==> src/rtl/us_sensor_scheduler.sv <==
// Round-robin ultrasonic ranging controller: one trigger/echo timing datapath shared by
// NUM_SENSORS HC-SR04-style sensors, reporting each distance in cm with a one-cycle strobe.
module us_sensor_scheduler #(
  parameter int NUM_SENSORS     = 4,
  parameter int IDX_W           = 2,
  parameter int CLK_PER_US      = 50,
  parameter int TRIG_US         = 10,
  parameter int ECHO_TIMEOUT_US = 30000,
  parameter int GAP_US          = 60000
) (
  input  logic                   CLK50MHZ,
  input  logic                   reset,
  input  logic                   enable,
  input  logic [NUM_SENSORS-1:0] sensor_mask,
  input  logic [NUM_SENSORS-1:0] echo,
  output logic [NUM_SENSORS-1:0] trig,
  output logic                   busy,
  output logic                   result_valid,
  output logic [IDX_W-1:0]       result_id,
  output logic [8:0]             result_cm,
  output logic                   result_timeout
);

  localparam int PRESC_W = (CLK_PER_US > 1) ? $clog2(CLK_PER_US) : 1;
  localparam int US_MAX0 = (ECHO_TIMEOUT_US > GAP_US) ? ECHO_TIMEOUT_US : GAP_US;
  localparam int US_MAX  = (US_MAX0 > TRIG_US) ? US_MAX0 : TRIG_US;
  localparam int US_W    = $clog2(US_MAX + 1);

  localparam logic [PRESC_W-1:0] PRESC_LAST = PRESC_W'(CLK_PER_US - 1);
  localparam logic [US_W-1:0]    TRIG_LAST  = US_W'(TRIG_US - 1);
  localparam logic [US_W-1:0]    ECHO_LAST  = US_W'(ECHO_TIMEOUT_US - 1);
  localparam logic [US_W-1:0]    GAP_LAST   = US_W'(GAP_US - 1);
  localparam logic [IDX_W-1:0]   IDX_LAST   = IDX_W'(NUM_SENSORS - 1);

  typedef enum logic [2:0] {
    S_IDLE, S_TRIG, S_WAIT_RISE, S_MEASURE, S_DONE, S_GAP
  } state_t;

  state_t                 state;
  logic [NUM_SENSORS-1:0] echo_meta;
  logic [NUM_SENSORS-1:0] echo_sync;
  logic [PRESC_W-1:0]     presc;
  logic [US_W-1:0]        us_cnt;
  logic [IDX_W-1:0]       cur;
  logic [IDX_W-1:0]       ptr;
  logic [IDX_W-1:0]       hi_idx;
  logic [IDX_W-1:0]       lo_idx;
  logic [IDX_W-1:0]       sel_idx;
  logic                   hi_found;
  logic                   lo_found;
  logic                   tick;
  logic                   echo_cur;

  assign tick     = (presc == PRESC_LAST);
  assign echo_cur = echo_sync[cur];

  // Round trip at 340 m/s: cm = us * 0.017, truncated and clamped to the 9-bit field.
  function automatic logic [8:0] conv_cm(input logic [US_W-1:0] n);
    logic [31:0] q;
    q = (32'(n) * 32'd17) / 32'd1000;
    return (q > 32'd511) ? 9'd511 : q[8:0];
  endfunction

  // First masked-in sensor at or above ptr, else the lowest masked-in sensor (wrap).
  // NOTE: every always_comb output is given a default first so no latch is inferred.
  always_comb begin
    hi_found = 1'b0;
    hi_idx   = '0;
    lo_found = 1'b0;
    lo_idx   = '0;
    for (int i = 0; i < NUM_SENSORS; i++) begin
      if (sensor_mask[i]) begin
        if (!lo_found) begin
          lo_found = 1'b1;
          lo_idx   = IDX_W'(i);
        end
        if (!hi_found && (IDX_W'(i) >= ptr)) begin
          hi_found = 1'b1;
          hi_idx   = IDX_W'(i);
        end
      end
    end
    sel_idx = hi_found ? hi_idx : lo_idx;
  end

  always_ff @(posedge CLK50MHZ or posedge reset) begin
    if (reset) begin
      echo_meta <= '0;
      echo_sync <= '0;
    end else begin
      echo_meta <= echo;
      echo_sync <= echo_meta;
    end
  end

  // NOTE: state is updated with <= only; a later assignment in the same branch overrides
  // the free-running counter default, which is how every state entry clears the timebase.
  always_ff @(posedge CLK50MHZ or posedge reset) begin
    if (reset) begin
      state          <= S_IDLE;
      trig           <= '0;
      busy           <= 1'b0;
      result_valid   <= 1'b0;
      result_id      <= '0;
      result_cm      <= '0;
      result_timeout <= 1'b0;
      presc          <= '0;
      us_cnt         <= '0;
      cur            <= '0;
      ptr            <= '0;
    end else begin
      result_valid <= 1'b0;
      if (tick) begin
        presc  <= '0;
        us_cnt <= us_cnt + 1'b1;
      end else begin
        presc  <= presc + 1'b1;
      end

      case (state)
        S_IDLE: begin
          presc  <= '0;
          us_cnt <= '0;
          if (enable && lo_found) begin
            state <= S_TRIG;
            cur   <= sel_idx;
            ptr   <= (sel_idx == IDX_LAST) ? '0 : sel_idx + 1'b1;
            trig  <= NUM_SENSORS'(1) << sel_idx;
            busy  <= 1'b1;
          end
        end

        S_TRIG: begin
          if (tick && (us_cnt == TRIG_LAST)) begin
            state  <= S_WAIT_RISE;
            trig   <= '0;
            presc  <= '0;
            us_cnt <= '0;
          end
        end

        S_WAIT_RISE: begin
          if (echo_cur) begin
            state  <= S_MEASURE;
            presc  <= '0;
            us_cnt <= '0;
          end else if (tick && (us_cnt == ECHO_LAST)) begin
            state          <= S_DONE;
            result_valid   <= 1'b1;
            result_id      <= cur;
            result_cm      <= '0;
            result_timeout <= 1'b1;
            presc          <= '0;
            us_cnt         <= '0;
          end
        end

        S_MEASURE: begin
          if (!echo_cur) begin
            state          <= S_DONE;
            result_valid   <= 1'b1;
            result_id      <= cur;
            result_cm      <= conv_cm(us_cnt);
            result_timeout <= 1'b0;
            presc          <= '0;
            us_cnt         <= '0;
          end else if (tick && (us_cnt == ECHO_LAST)) begin
            state          <= S_DONE;
            result_valid   <= 1'b1;
            result_id      <= cur;
            result_cm      <= 9'd511;
            result_timeout <= 1'b1;
            presc          <= '0;
            us_cnt         <= '0;
          end
        end

        S_DONE: begin
          state  <= S_GAP;
          presc  <= '0;
          us_cnt <= '0;
        end

        S_GAP: begin
          if (tick && (us_cnt == GAP_LAST)) begin
            state  <= S_IDLE;
            busy   <= 1'b0;
            presc  <= '0;
            us_cnt <= '0;
          end
        end

        default: begin
          state <= S_IDLE;
          trig  <= '0;
          busy  <= 1'b0;
        end
      endcase
    end
  end

endmodule

==> config.mk <==
export PLATFORM = sky130hd
export DESIGN_NAME = us_sensor_scheduler
export DESIGN_NICKNAME = d
export VERILOG_FILES = /design/src/rtl/us_sensor_scheduler.sv
export SDC_FILE = /design/constraint.sdc
export NUM_CORES = 1
export LEC_CHECK = 0
export CORE_UTILIZATION = 59
export DETAILED_ROUTE_END_ITERATION = 12
export PLACE_DENSITY = 0.86
export RECOVER_POWER = 50
export SYNTH_ARGS = -nofsm -noshare
export SYNTH_HDL_FRONTEND = slang
export SYNTH_SLANG_ARGS = --single-unit
==> constraint.sdc <==
create_clock -name CLK50MHZ -period 25.1 [get_ports CLK50MHZ]
set_clock_uncertainty 0.15 [all_clocks]
set_input_delay 5.02 -clock CLK50MHZ [delete_from_list [all_inputs] [get_ports CLK50MHZ]]
set_output_delay 5.02 -clock CLK50MHZ [all_outputs]
set_load 0.01 [all_outputs]
==> results by group <==
Worst setup path
  • Most used cell, CP: a21o_1
  • Setup crit end kind: register
  • Startpoint Class: register
  • CP required: 25.14 ns
  • Crit Path Max Fanout: 12
  • Critical path's slowest cell: a21oi_1
  • Worst EP arrival: 11.07 ns
  • Worst stage delay on the critical path: 0.78 ns
  • Worst R2R Start: us_cnt[13]$_DFF_PP0_
  • Critical path class: register to register
  • CP Launch Point: us_cnt[13]$_DFF_PP0_

Floorplan
  • Site Rows: 38
  • Core footprint: 11100 um^2
  • Die width: 110 um
  • Die height: 110 um
  • Die area: 12000 um^2
  • Io pins: 29
  • Starting Density: 61.6%

Power and ir drop
  • P_int: 0.131 mW
  • Switching Fraction: 23.4%
  • Sequential power share: 52.8%
  • Power Density: 23.4 nW/um^2
  • Leak: 3.03 nW
  • Worst vdd ir: 39.8 uV
  • Clock power share: 41.7%
  • Net Sw Power: 0.0400 mW
  • Comb pwr share: 5.5%

Timing
  • Max Clock Freq: 90.6 MHz
  • Final setup fails: 0
  • RSZ-0062 raised after global routing: false
  • Setup TNS: 0 ns
  • Post-layout min period: 11.03 ns
  • Max_slew headroom: -94.9%
  • Max Slew Vio Count: 56
  • Measured slew at the worst slew-check pin: 2.92 ns
  • Hold Fails Final Rpt: 0
  • Tcrit/Tclk final: 44.0%

Logic synthesis
  • Ys async rst share: 100%
  • Commonest cells in the netlist: nor2_1, nand2_1, dfrtp_1, a21oi_1, o21ai_0
  • Area contributors post-synth: dfrtp_1, ha_1, nor2_1
  • Synth Cell Area: 6830 um^2
  • Commonest register cell after synthesis: dfrtp_1
  • Register area share after synthesis: 20.2%
  • Syn nets: 905
  • Post-synth EDFFs: 0
  • Count leader, synth: nor2_1
  • Netlist cell types: 107
  • Post-synth top area share: 20.2%
  • Synth warnings: 0
  • Post-Syn Instances: 860
  • Area leader, netlist: dfrtp_1
  • Synthesis-stage register bit count: 55
  • Syn Area/Cell: 7.94 um^2

Placement
  • DP Wirelength: 13.4 mm
  • Dpl cell area: 7160 um^2
  • IO buf count: 28
  • RD Place Congestion: 0.946

Finish
  • Area occupied by multi-input gates: 5190 um^2
  • Reg area: 1380 um^2
  • Share of post-route cells with drive strength above 1: 8.77%
  • Post-layout instance area: 7290 um^2
  • Layout fillers: 944
  • Fin nets: 911
  • N_diodes: 0
  • P&R area growth vs syn: 6.78%

Min path
  • Worst min path class: register to register
  • Hold path start: echo_meta[3]$_DFF_PP0_

Clock tree
  • Hold-fix buffers, CTS: 0
  • Max Root-Sink Buffers: 2
  • CTS tree: yes
  • H-tree Lvls: 2
  • Post-CTS sizing: 0
  • Worst-Skew Late Latency: 0.30 ns
  • Root Driver: clkbuf_16
  • TritonCTS Buffers: 5
  • Setup bufs post-CTS: 0
  • CTS Sinks: 55
  • CTS clk-pin slew, worst paths: 0.07 ns

GRT
  • Vias in the first global route: 6345
  • Antenna violations before repair: 0
  • First-pass GRT wire length: 29.7 mm
  • Largest net degree at the start of global routing: 56
  • Gr usage total: 30.4%
  • Total gr overflow: 0

Routing
  • TritonRoute pass-1 iters: 6
  • Avg WL per Cell: 17.7 um
  • Final WL: 17.8 mm
  • Initial detailed-routing violation count: 751
  • Vias: 6953
  • Post-DR vias/cell: 6.90
  • Drt drc: 0
  • Routed Antenna Nets: 0

Run status
  • Outcome: finished with violations
  • Failing checks: capacitance limit, slew limit

Flow run
  • Max cap viols: 1
[cells in the final DEF (no fill, tap or decap), types with 7 or more instances in the layout]
master	count
o211ai_1	18
or3_1	9
a2111oi_0	7
nand3_1	21
nand2b_1	10
a21oi_1	53
and3_1	9
inv_1	20
and2_1	16
nor2_1	98
clkdlybuf4s50_1	23
o21ai_0	35
a211oi_1	10
xnor2_1	30
nand2_1	92
o21a_1	7
a22o_1	11
dfrtp_1	55
ha_1	33
a211o_1	7
nor3_1	24
a31oi_1	10
mux2i_1	13
a21o_1	22
nand4_1	14
o21ai_1	11
o22ai_1	8
xor2_1	20
nor4_1	13
[path summary, 6_finish.rpt]
| path | slack, ns | cells after the start | endpoint |
|---|---|---|---|
| min in group asynchronous | 6.12 | 3 | trig[0]$_DFFE_PP0P_ |
| worst max-delay path | 14.07 | 33 | result_cm[0]$_DFFE_PP0P_ |
| max in group asynchronous | 17.04 | 3 | result_cm[2]$_DFFE_PP0P_ |
| worst max register to register | 14.07 | 33 | result_cm[0]$_DFFE_PP0P_ |
| worst min register to register | 0.20 | 0 | echo_sync[3]$_DFF_PP0_ |
| worst min-delay path | 0.20 | 0 | echo_sync[3]$_DFF_PP0_ |
[stage by stage]
stage / utilization [%] / power [mW] / cells / setup WS [ns] / hold slack, ns
final: 65.8 / 0.171 / 1007 / 14.07 / 0.200
after global routing: 65.8 / 0.176 / 1007 / 13.27 / 0.205
after CTS: 65.9 / 0.171 / 1007 / 14.28 / 0.203
after detailed placement: 64.6 / 0.102 / 999 / 14.39 / 0.186
after global placement: 64.6 / 0.101 / 999 / 14.78 / 0.182
after floorplan: - / 0.0972 / 860 / 16.06 / 0.181
[final cells by class]
class	count	share of cell area, %
clock buffers	7	1.82
flip-flops and latches	55	18.9
well taps	140	2.40
clock inverters	1	0.120
multi-input cells	748	71.2
inverters	21	1.08
repair buffers	35	4.51
[metal layers]
metal  global-route usage, %  wire (um)  vias to the layer above
met2                    52.7       8570                      360
met1                    39.3       7630                     3255
met3                    3.50       1260                       48
li1                        -          -                     3290
met4                    10.0        390                        0
met5                       0          0                        -
[sequential cells by signal, summed over array words and instances (netlist names), 2 cells and up]
signal and cells:
ptr 2, trig 4, state 3, echo_sync 4
presc 6, result_id 2, result_cm 9, echo_meta 4
cur 2, us_cnt 16
[power groups by stage]
stage | logic (mW) | clock network [mW] | registers [mW]
2_1_floorplan | 0.00543 | 0 | 0.0918
3_3_place_gp | 0.00954 | 0 | 0.0919
3_5_place_dp | 0.00965 | 0 | 0.0920
4_1_cts | 0.00972 | 0.0712 | 0.0902
5_1_grt | 0.0108 | 0.0745 | 0.0903
6_report | 0.00940 | 0.0711 | 0.0902
[worst max-delay path: cells and delay by family, from the launching register on]
| kind | cells | cell delay (ns) |
|---|---|---|
| xor gates and xnor gates | 2 | 0.67 |
| and+or+nand+nor | 2 | 0.48 |
| DFF | 1 | 0.59 |
| muxes | 3 | 0.85 |
| adders and majority gates | 3 | 1.01 |
| AOI/OAI and AO/OA | 23 | 7.15 |
[kinds of logic (layout without fill, tap and decap cells)]
logic type | count (synthesis) | count (layout) | share of synthesized area (%)
compound gates | 291 | 291 | 33.7
xor+xnor | 52 | 52 | 6.89
fa+ha+maj | 35 | 35 | 6.50
buf+inv | 57 | 64 | 3.74
flops | 55 | 55 | 20.2
mux | 19 | 19 | 3.22
simple gates | 351 | 351 | 25.8
(Power assumes the default switching activity.)
==> RTL edit, RTL diff (config.mk and constraints unchanged) <==
Make the reset (`reset`) synchronous in 2 clocked blocks.
--- a/src/rtl/us_sensor_scheduler.sv
+++ b/src/rtl/us_sensor_scheduler.sv
@@ -83,7 +83,7 @@
     sel_idx = hi_found ? hi_idx : lo_idx;
   end
 
-  always_ff @(posedge CLK50MHZ or posedge reset) begin
+  always_ff @(posedge CLK50MHZ) begin
     if (reset) begin
       echo_meta <= '0;
       echo_sync <= '0;
@@ -95,7 +95,7 @@
 
   // NOTE: state is updated with <= only; a later assignment in the same branch overrides
   // the free-running counter default, which is how every state entry clears the timebase.
-  always_ff @(posedge CLK50MHZ or posedge reset) begin
+  always_ff @(posedge CLK50MHZ) begin
     if (reset) begin
       state          <= S_IDLE;
       trig           <= '0;
Formal check against the unedited RTL: differs if reset is asserted again (counterexample within 4 cycles, from zero or initial values and one cycle with reset high); with reset held inactive, the same outputs for 10 cycles.
==> RTL edit against the unedited design <==
The run still ends with max-capacitance violations, max-slew violations left; design area shrank 3.5%; sequential cell count is the same; wire length grew 0.74%; setup slack gained 260 ps; area after synthesis shrank 2.8%; synthesized cell count grew 2.3%.
Power is not compared: it rests on default switching activity, and its combinational part moved more than twofold at a synthesized area within 25%.
==> RTL edit: results (changes against the unedited design) <==
CTS
  – CTS H-tree depth: 2 (unchanged)
  – Root Buffer: clkbuf_8 (was clkbuf_16)
  – Clock Tree Buf Depth: 2 (unchanged)
  – Worst-skew pair later-pin latency: 330 ps (was 300 ps)

Setup path
  – Worst Setup SP: us_cnt[5]$_SDFF_PP0_ (was us_cnt[13]$_DFF_PP0_)
  – Kind of cell adding the most delay to the critical path: compound AO/OA/AOI/OAI gates (unchanged)
  – Crit-path slowest cell: xnor2_1 (was a21oi_1)
  – CP max stage delay: 800 ps (was 780 ps)
  – Crit Path Max Fanout: 15 (was 12)
  – Worst Path Arrival: 10850 ps (was 11070 ps)

Synthesis
  – Asr flop ratio synth: 0 (was 1.000)
  – Syn_nets: 925 (was 905)
  – Synth top cells by count: 93 x nor2_1, 81 x nand2_1, 66 x a21oi_1 (was 98 x nor2_1, 92 x nand2_1, 55 x dfrtp_1)
  – Yosys cell types: 113 (was 107)
  – Area contributors post-synth: dfxtp_1 17%, ha_1 6.2%, nor2_1 5.3%, a21oi_1 5.0%, nand2_1 4.6% (was dfrtp_1 20%, ha_1 6.0%, nor2_1 5.4%, nand2_1 5.1%, a21oi_1 3.9%)

Cells and area
  – Nets: 922 (was 911)
  – Layout cells sized above 1: 0.07745 (was 0.08766)
  – Filler cells: 958 (was 944)

Timing
  – Max Slew Vio Count: 37 (was 56)
  – Max-slew headroom: -0.03067 (was -0.9495)

Global routing
  – Largest net degree at the start of global routing: 37 (was 56)
  – First-pass GRT wire length: 29450 um (was 29700 um)
  – Vias in the first global route: 6311 (was 6345)
  – Initial antenna violation count: 0 (unchanged)
  – GRT Total Usage: 0.3091 (was 0.3040)

Placement
  – Dpl hpwl: 13290 um (was 13410 um)
  – GPL Wtd Cong: 0.9400 (was 0.9461)
  – Area after DPL: 6942 um^2 (was 7161 um^2)

Route
  – Final Routed Wirelength: 17980 um (was 17850 um)
  – DRT iter0 DRCs: 794 (was 751)
  – Vias/cell: 6.879 (was 6.905)

Status
  – Failing checks: max-capacitance violations, max-slew violations (unchanged)
  – Outcome: complete, but fails checks (unchanged)

Run
  – Max_cap viols: 1 (unchanged)
RTL edit: worst reg2reg max path, delay by kind of cell, from the launching register on:
family                   cells  cell delay (ps)
adder cells (fa/ha/maj)      2              730
multiplexers                 2              610
AO/OA/AOI/OAI               15             5700
AND/OR/NAND/NOR              8             2150
XOR/XNOR                     1              800
flip-flops                   1              550
RTL edit: logic make-up (layout without fill, tap and decap cells):
| kind of cell | Yosys count | after routing | synth area share |
|---|---|---|---|
| buffers and inverters | 61 | 59 | 0.03844 |
| multiplexers | 24 | 24 | 0.03900 |
| flip-flops | 55 | 55 | 0.1658 |
| AND/OR/NAND/NOR | 357 | 357 | 0.2712 |
| XOR/XNOR | 47 | 47 | 0.06708 |
| AO/OA/AOI/OAI | 299 | 299 | 0.3488 |
| adder cells (fa/ha/maj) | 37 | 37 | 0.06972 |
RTL edit: power by group:
part	internal (mW)	total, mW	switching (mW)
Sequential	0.0911	0.0953	0.00421
Combinational	0.0123	0.0279	0.0156
Clock	0.0206	0.0546	0.0340
RTL edit: routing by layer:
metal  GRT usage  vias up  share of wire
met5           0        -              0
met4      0.1262        0          0.029
met3     0.05184       56          0.067
met2      0.5036      311           0.46
met1      0.4030     3268           0.44
li1            -     3368              -
RTL edit: stage by stage:
step	utilization	cells	total power [mW]	setup WS, ps	hold WS [ps]
detailed placement	0.6376	1010	0.1248	14720	279.2
floorplan	-	880	0.1150	16270	263.8
global placement	0.6376	1010	0.1243	15050	265.7
global route	0.6461	1018	0.1848	13450	297.7
CTS	0.6464	1018	0.1786	14640	299.5
finish	0.6461	1018	0.1778	14330	296.0
RTL edit: cell type report:
type                       count  area share
clock inverter                 3    0.003913
tap                          140     0.02490
timing repair buffer          32     0.04358
inverter                      19     0.01014
clock buffer                   5    0.009783
multi-input combinational    764      0.7512
sequential                    55      0.1565
RTL edit: final timing paths:
kind	cells after the start	slack (ps)	end
max	28	14330	result_cm[0]$_SDFFE_PP0P_
min	1	300	echo_sync[1]$_SDFF_PP0_
max reg2reg	28	14330	result_cm[0]$_SDFFE_PP0P_
min reg2reg	1	300	echo_sync[1]$_SDFF_PP0_
